File: config.mk
export PLATFORM = sky130hd
export DESIGN_NAME = neuron_mac_ctrl
export DESIGN_NICKNAME = d
export VERILOG_FILES = /design/src/rtl/neuro_pkg.sv /design/src/rtl/mac_mult.sv /design/src/rtl/neuron_mac_ctrl.sv
export SDC_FILE = /design/constraint.sdc
export NUM_CORES = 1
export LEC_CHECK = 0
export ABC_AREA = 1
export CAP_MARGIN = 20
export CORE_MARGIN = 8
export CORE_UTILIZATION = 49
export DETAILED_ROUTE_END_ITERATION = 7
export PLACE_DENSITY = 0.77
export SLEW_MARGIN = 30
export SYNTH_ARGS = -nofsm -noshare
export SYNTH_HDL_FRONTEND = slang
export SYNTH_HIERARCHICAL = 1
export SYNTH_SLANG_ARGS = --single-unit
File: constraint.sdc
create_clock -name clk -period 5.2 [get_ports clk]
set_clock_uncertainty 0.2 [all_clocks]
set_input_delay 1.3 -clock clk [delete_from_list [all_inputs] [get_ports clk]]
set_output_delay 1.3 -clock clk [all_outputs]
set_load 0.03 [all_outputs]
File: src/rtl/neuro_pkg.sv
// Shared types and widths for the neuron MAC sequencer and its multiplier.
package neuro_pkg;

  typedef enum logic [1:0] {
    IDLE  = 2'd0,
    CLEAR = 2'd1,
    RUN   = 2'd2,
    DRAIN = 2'd3
  } state_t;

  localparam int ACC_A_W = 12;
  localparam int ACC_Y_W = 28;
  localparam int DEF_X_W = 6;
  localparam int DEF_W_W = 6;

endpackage

File: src/rtl/mac_mult.sv
// Registered signed multiplier, stage 1 -> 2 of the MAC pipeline.
// The product register is forced to zero whenever the input is not valid.
module mac_mult
  import neuro_pkg::*;
#(
  parameter int A_W = DEF_X_W,
  parameter int B_W = DEF_W_W,
  parameter int P_W = ACC_A_W
) (
  input  logic                  clk,
  input  logic                  rst,
  input  logic                  i_valid,
  input  logic signed [A_W-1:0] i_a,
  input  logic signed [B_W-1:0] i_b,
  output logic                  o_valid,
  output logic signed [P_W-1:0] o_p
);

  logic signed [P_W-1:0] w_prod;
  logic signed [P_W-1:0] r_p;
  logic                  r_valid;

  // Both operands are sign-extended to the full product width before multiplying.
  assign w_prod = P_W'(i_a) * P_W'(i_b);

  always_ff @(posedge clk) begin
    if (rst) begin
      r_p     <= '0;
      r_valid <= 1'b0;
    end else begin
      r_valid <= i_valid;
      r_p     <= i_valid ? w_prod : '0;
    end
  end

  assign o_valid = r_valid;
  assign o_p     = r_p;

endmodule

File: src/rtl/neuron_mac_ctrl.sv
// Sequencer that walks one neuron's input/weight memories and streams signed
// products to the downstream accumulator, bracketed by acc_clr and done.
module neuron_mac_ctrl
  import neuro_pkg::*;
#(
  parameter int N_INPUTS  = 16,
  parameter int N_NEURONS = 4,
  parameter int X_W       = DEF_X_W,
  parameter int W_W       = DEF_W_W,
  parameter int XA_W      = $clog2(N_INPUTS),
  parameter int WA_W      = $clog2(N_INPUTS * N_NEURONS),
  parameter int NS_W      = (N_NEURONS > 1) ? $clog2(N_NEURONS) : 1
) (
  input  logic                      clk,
  input  logic                      rst,
  input  logic                      start,
  input  logic [NS_W-1:0]           neuron_sel,
  output logic                      busy,
  output logic                      done,
  output logic [XA_W-1:0]           x_addr,
  input  logic signed [X_W-1:0]     x_data,
  output logic [WA_W-1:0]           w_addr,
  input  logic signed [W_W-1:0]     w_data,
  output logic                      acc_clr,
  output logic                      acc_ce,
  output logic signed [ACC_A_W-1:0] acc_a
);

  localparam logic [XA_W-1:0] LAST_IDX = XA_W'(N_INPUTS - 1);

  state_t          r_state;
  logic            r_drain_last;
  logic            r_busy;
  logic            r_done;
  logic            r_acc_clr;
  logic            r_v0;
  logic            r_v1;
  logic [XA_W-1:0] r_x_addr;
  logic [WA_W-1:0] r_w_addr;
  logic [WA_W-1:0] w_w_base;

  // Out-of-range selects wrap onto a valid weight set.
  always_comb begin
    w_w_base = WA_W'((32'(neuron_sel) % N_NEURONS) * N_INPUTS);
  end

  always_ff @(posedge clk) begin
    if (rst) begin
      r_state      <= IDLE;
      r_drain_last <= 1'b0;
      r_busy       <= 1'b0;
      r_done       <= 1'b0;
      r_acc_clr    <= 1'b0;
      r_v0         <= 1'b0;
      r_x_addr     <= '0;
      r_w_addr     <= '0;
    end else begin
      r_done    <= 1'b0;
      r_acc_clr <= 1'b0;
      case (r_state)
        IDLE: begin
          if (start) begin
            r_state   <= CLEAR;
            r_busy    <= 1'b1;
            r_acc_clr <= 1'b1;
            r_v0      <= 1'b1;
            r_x_addr  <= '0;
            r_w_addr  <= w_w_base;
          end
        end
        CLEAR: begin
          r_state  <= RUN;
          r_x_addr <= r_x_addr + 1'b1;
          r_w_addr <= r_w_addr + 1'b1;
        end
        RUN: begin
          if (r_x_addr == LAST_IDX) begin
            r_state      <= DRAIN;
            r_v0         <= 1'b0;
            r_drain_last <= 1'b0;
          end else begin
            r_x_addr <= r_x_addr + 1'b1;
            r_w_addr <= r_w_addr + 1'b1;
          end
        end
        DRAIN: begin
          // Two drain cycles: one for the memory read, one for the multiplier.
          if (r_drain_last) begin
            r_state <= IDLE;
            r_busy  <= 1'b0;
            r_done  <= 1'b1;
          end else begin
            r_drain_last <= 1'b1;
          end
        end
        default: r_state <= IDLE;
      endcase
    end
  end

  // Memory data lags the address by one cycle; track that with its own valid.
  always_ff @(posedge clk) begin
    if (rst) begin
      r_v1 <= 1'b0;
    end else begin
      r_v1 <= r_v0;
    end
  end

  mac_mult #(
    .A_W(X_W),
    .B_W(W_W),
    .P_W(ACC_A_W)
  ) u_mult (
    .clk    (clk),
    .rst    (rst),
    .i_valid(r_v1),
    .i_a    (x_data),
    .i_b    (w_data),
    .o_valid(acc_ce),
    .o_p    (acc_a)
  );

  assign busy    = r_busy;
  assign done    = r_done;
  assign acc_clr = r_acc_clr;
  assign x_addr  = r_x_addr;
  assign w_addr  = r_w_addr;

endmodule
==> impl_metrics.yaml <==
die:
  die_y_um: 90.8
  initial_util_pct: 50.4
  chipWidth_um: 90.8
  pin_count: 43
  fp.dieArea_um2: 8240
  core_region_area_um2: 5440
  num_rows: 27
timing:
  max-slew-margin-rel_pct: 67.6
  post-route-min-period_ns: 5.06
  finalCritPeriodShare_pct: 97.3
  final-setup-viol-count: 0
  tightest_slew_ns: 0.484
  hold_viol_final: 0
  max_clock_freq_mhz: 198
  report.final.slew_viol_count: 0
placement:
  post-dp-hpwl_um: 4690
  portBuffers: 42
  place_congestion: 0.834
  post-place-cells: 497
clock_network:
  numCtsBuffers: 5
  clock_sink_count: 31
  clock_tree.htree_level_count: 2
  clk_root_buffer_cell: "clkbuf_8"
  buffers_from_clock_root_to_sink_at_most: 2
  clk_latency_ns: 0.28
  path_clk_slew_ns: 0.07
  number_of_hold_buffers_added_after_cts: 0
  tritoncts: "yes"
logic_synthesis:
  post-synth-top-area-fraction_pct: 22.6
  post-synth-top-area-cell: "dfxtp_1"
  synth_enable_flop_cells: 0
  synth-main-ff-cell: "dfxtp_1"
  synthArstFlopShare_pct: 0
  post_synth_most_frequent_cells: "83 x inv_1, 81 x nand2_1, 33 x nor2_1"
  most_repeated_cell_in_the_gate_level_netlist_after_synthesis: "inv_1"
  synth-seq-area-share_pct: 22.6
  synthesis.yosys.warnings: 6
  synthesis.nets: 436
  number_of_library_cell_types_mapped_by_synthesis: 27
  synthesized_instance_count: 364
  synthTopCellsByArea: "dfxtp_1 23%, fa_1 19%, ha_1 13%"
  syn_avg_cell_area_um2: 7.53
  synthesis.area_um2: 2740
  ys_seq_elements: 31
critical_path:
  rr_endpoint: "w_addr[0]$_SDFFE_PP0P_"
  worstRegToRegCells: 6
  worst_ep_arrival_time_ns: 5.03
  start_kind: "input port"
  critical_path.max_fanout: 4
  crit_type: "in2reg"
  cp.required_ns: 5.17
  endpoint_kind: "flop"
  critical_path.reg2reg.startpoint: "r_state[1]$_SDFFE_PP0P_"
  timing.reg2reg.setup_slack_ns: 3.35
worst_hold_path:
  timing.hold.worst_path_depth: 2
  worst_hold_path.endpoint: "r_v1$_SDFF_PP0_"
  hp-class: "reg2reg"
  min-delay-start: "r_v0$_SDFFE_PP0P_"
cells_and_area:
  drive_gt1_share_pct: 15.6
  area.growth.synth_to_final_pct: 30.8
  final-seq-area_um2: 621
  n_antenna_cell: 0
  count_of_placed_standard_cells_in_the_final_layout_fillers_left_out: 507
  finish.net_count: 506
  multi_input_gate_area_um2: 1810
  fillCellCount: 436
drt:
  postRouteWirelength_um: 5750
  drcViolationCount: 0
  ant_nets: 0
  drt_first_iter_violations: 120
  detail_route.vias_per_cell: 4.67
  wl_met2_um: 2870
  top_layer_used: "met4"
  route.detailed.wl_per_inst_um: 11.3
  drtPass1Iterations: 4
  met3WireLength_um: 273
  detailroute.via_count: 2370
  m1WireLength_um: 2570
job:
  max_cap_violations: 0
grt:
  wire_length_of_the_first_global_routing_pass_um: 10200
  globalRouteOverflowTotal: 0
  grt_max_degree: 19
  antenna_found_initial: 0
  first_global_vias: 2422
  grtUsageTotal_pct: 14.5
power:
  p_leak_nw: 1.88
  vdd_drop_max_uv: 219
  total_design_power_mw: 1.50
  cellPowerDensity_nw_per_um2: 420
run_status:
  outcome: "completed"
[stage by stage]
stage	util [%]	setup TNS, ns	cell area [um2]	hold slack, ns	worst slack [ns]
finish	65.9	0	3580	0.225	0.143
CTS	64.7	0	3520	0.221	0.0296
floorplan	-	0	2740	0.203	0.189
detailed placement	62.5	-1.59	3400	0.215	-0.400
global route	65.9	-0.00581	3580	0.261	-0.00581
global placement	62.5	-1.35	3400	0.210	-0.357
[kinds of logic after synthesis]
logic type                 count (synthesis)  synth area share, %
and+or+nand+nor                          150                 24.4
buffers and inverters                     90                 12.6
adders and majority gates                 55                 32.2
AOI/OAI and AO/OA                         36                 7.44
DFF                                       31                 22.6
xor gates and xnor gates                   2                0.639
[critical path, stage by stage]
cell,delay [ns]
clkdlybuf4s50_1,0.46
nand2_1,0.15
inv_2,0.06
fa_2,0.64
inv_2,0.08
fa_1,0.51
fa_1,0.55
inv_1,0.05
ha_1,0.28
ha_1,0.34
nand2_1,0.16
nor3_4,0.06
buf_4,0.13
nor3_1,0.20
nor2_1,0.07
[sequential cells by signal, summed over array words and instances, names as in the netlist]
name and cells:
x_addr 4, acc_clr 1, u_mult/o_valid 1, w_addr 6, busy 1, r_v1 1, r_v0 1, r_state 2
u_mult/o_p 12, r_drain_last 1, done 1
[worst max-delay path by stage]
stage	from	to	slack, ns	depth (start not counted)
floorplan	w_data[5]	u_mult/o_p[10]$_SDFF_PP0_	0.19	13
global placement	w_data[5]	u_mult/o_p[10]$_SDFF_PP0_	-0.36	14
detailed placement	w_data[5]	u_mult/o_p[10]$_SDFF_PP0_	-0.40	14
CTS	w_data[5]	u_mult/o_p[10]$_SDFF_PP0_	0.03	14
global route	x_data[5]	u_mult/o_p[10]$_SDFF_PP0_	-0.006	15
finish	x_data[5]	u_mult/o_p[10]$_SDFF_PP0_	0.14	15
[per-layer routing]
layer  up-vias  track usage, %
li1       1236               -
met1      1093            16.7
met2        37            26.2
met3         4            4.16
met4         0            2.73
met5         -               0
[area by class of cell]
class,instances,share of cell area [%]
inverter,87,9.11
multi-input combinational,243,50.6
clock inverter,2,0.978
timing repair buffer,66,17.2
clock buffer,6,2.30
sequential,31,17.3
tap,72,2.51
[power breakdown]
part	leakage, nW	switching, mW	internal (mW)
Clock	0.0612	0.0881	0.155
Sequential	0.253	0.0393	0.287
Combinational	1.57	0.543	0.392
Total	1.88	0.671	0.834
[placed cells by master (no fill, tap or decap), types with 4 or more instances in the layout]
| cell | instances |
|---|---|
| inv_1 | 81 |
| nand2_1 | 81 |
| o21ai_0 | 7 |
| or2_2 | 4 |
| buf_4 | 23 |
| nand2_2 | 6 |
| ha_1 | 27 |
| o21ai_1 | 5 |
| nor3_1 | 4 |
| inv_2 | 6 |
| nand3_1 | 9 |
| a21oi_1 | 17 |
| dfxtp_1 | 31 |
| clkbuf_8 | 6 |
| clkdlybuf4s50_1 | 41 |
| fa_1 | 24 |
| nor2_1 | 33 |
[repair_timing]
| item | 4_1_cts | 5_1_grt |
|---|---|---|
| buffers inserted | 0 | 2 |
| resized for setup | 1 | 10 |
| pin swaps | 1 | 12 |
| endpoints found under the setup margin | 2 | 6 |
No activity file was read; power rests on OpenSTA's default activity.
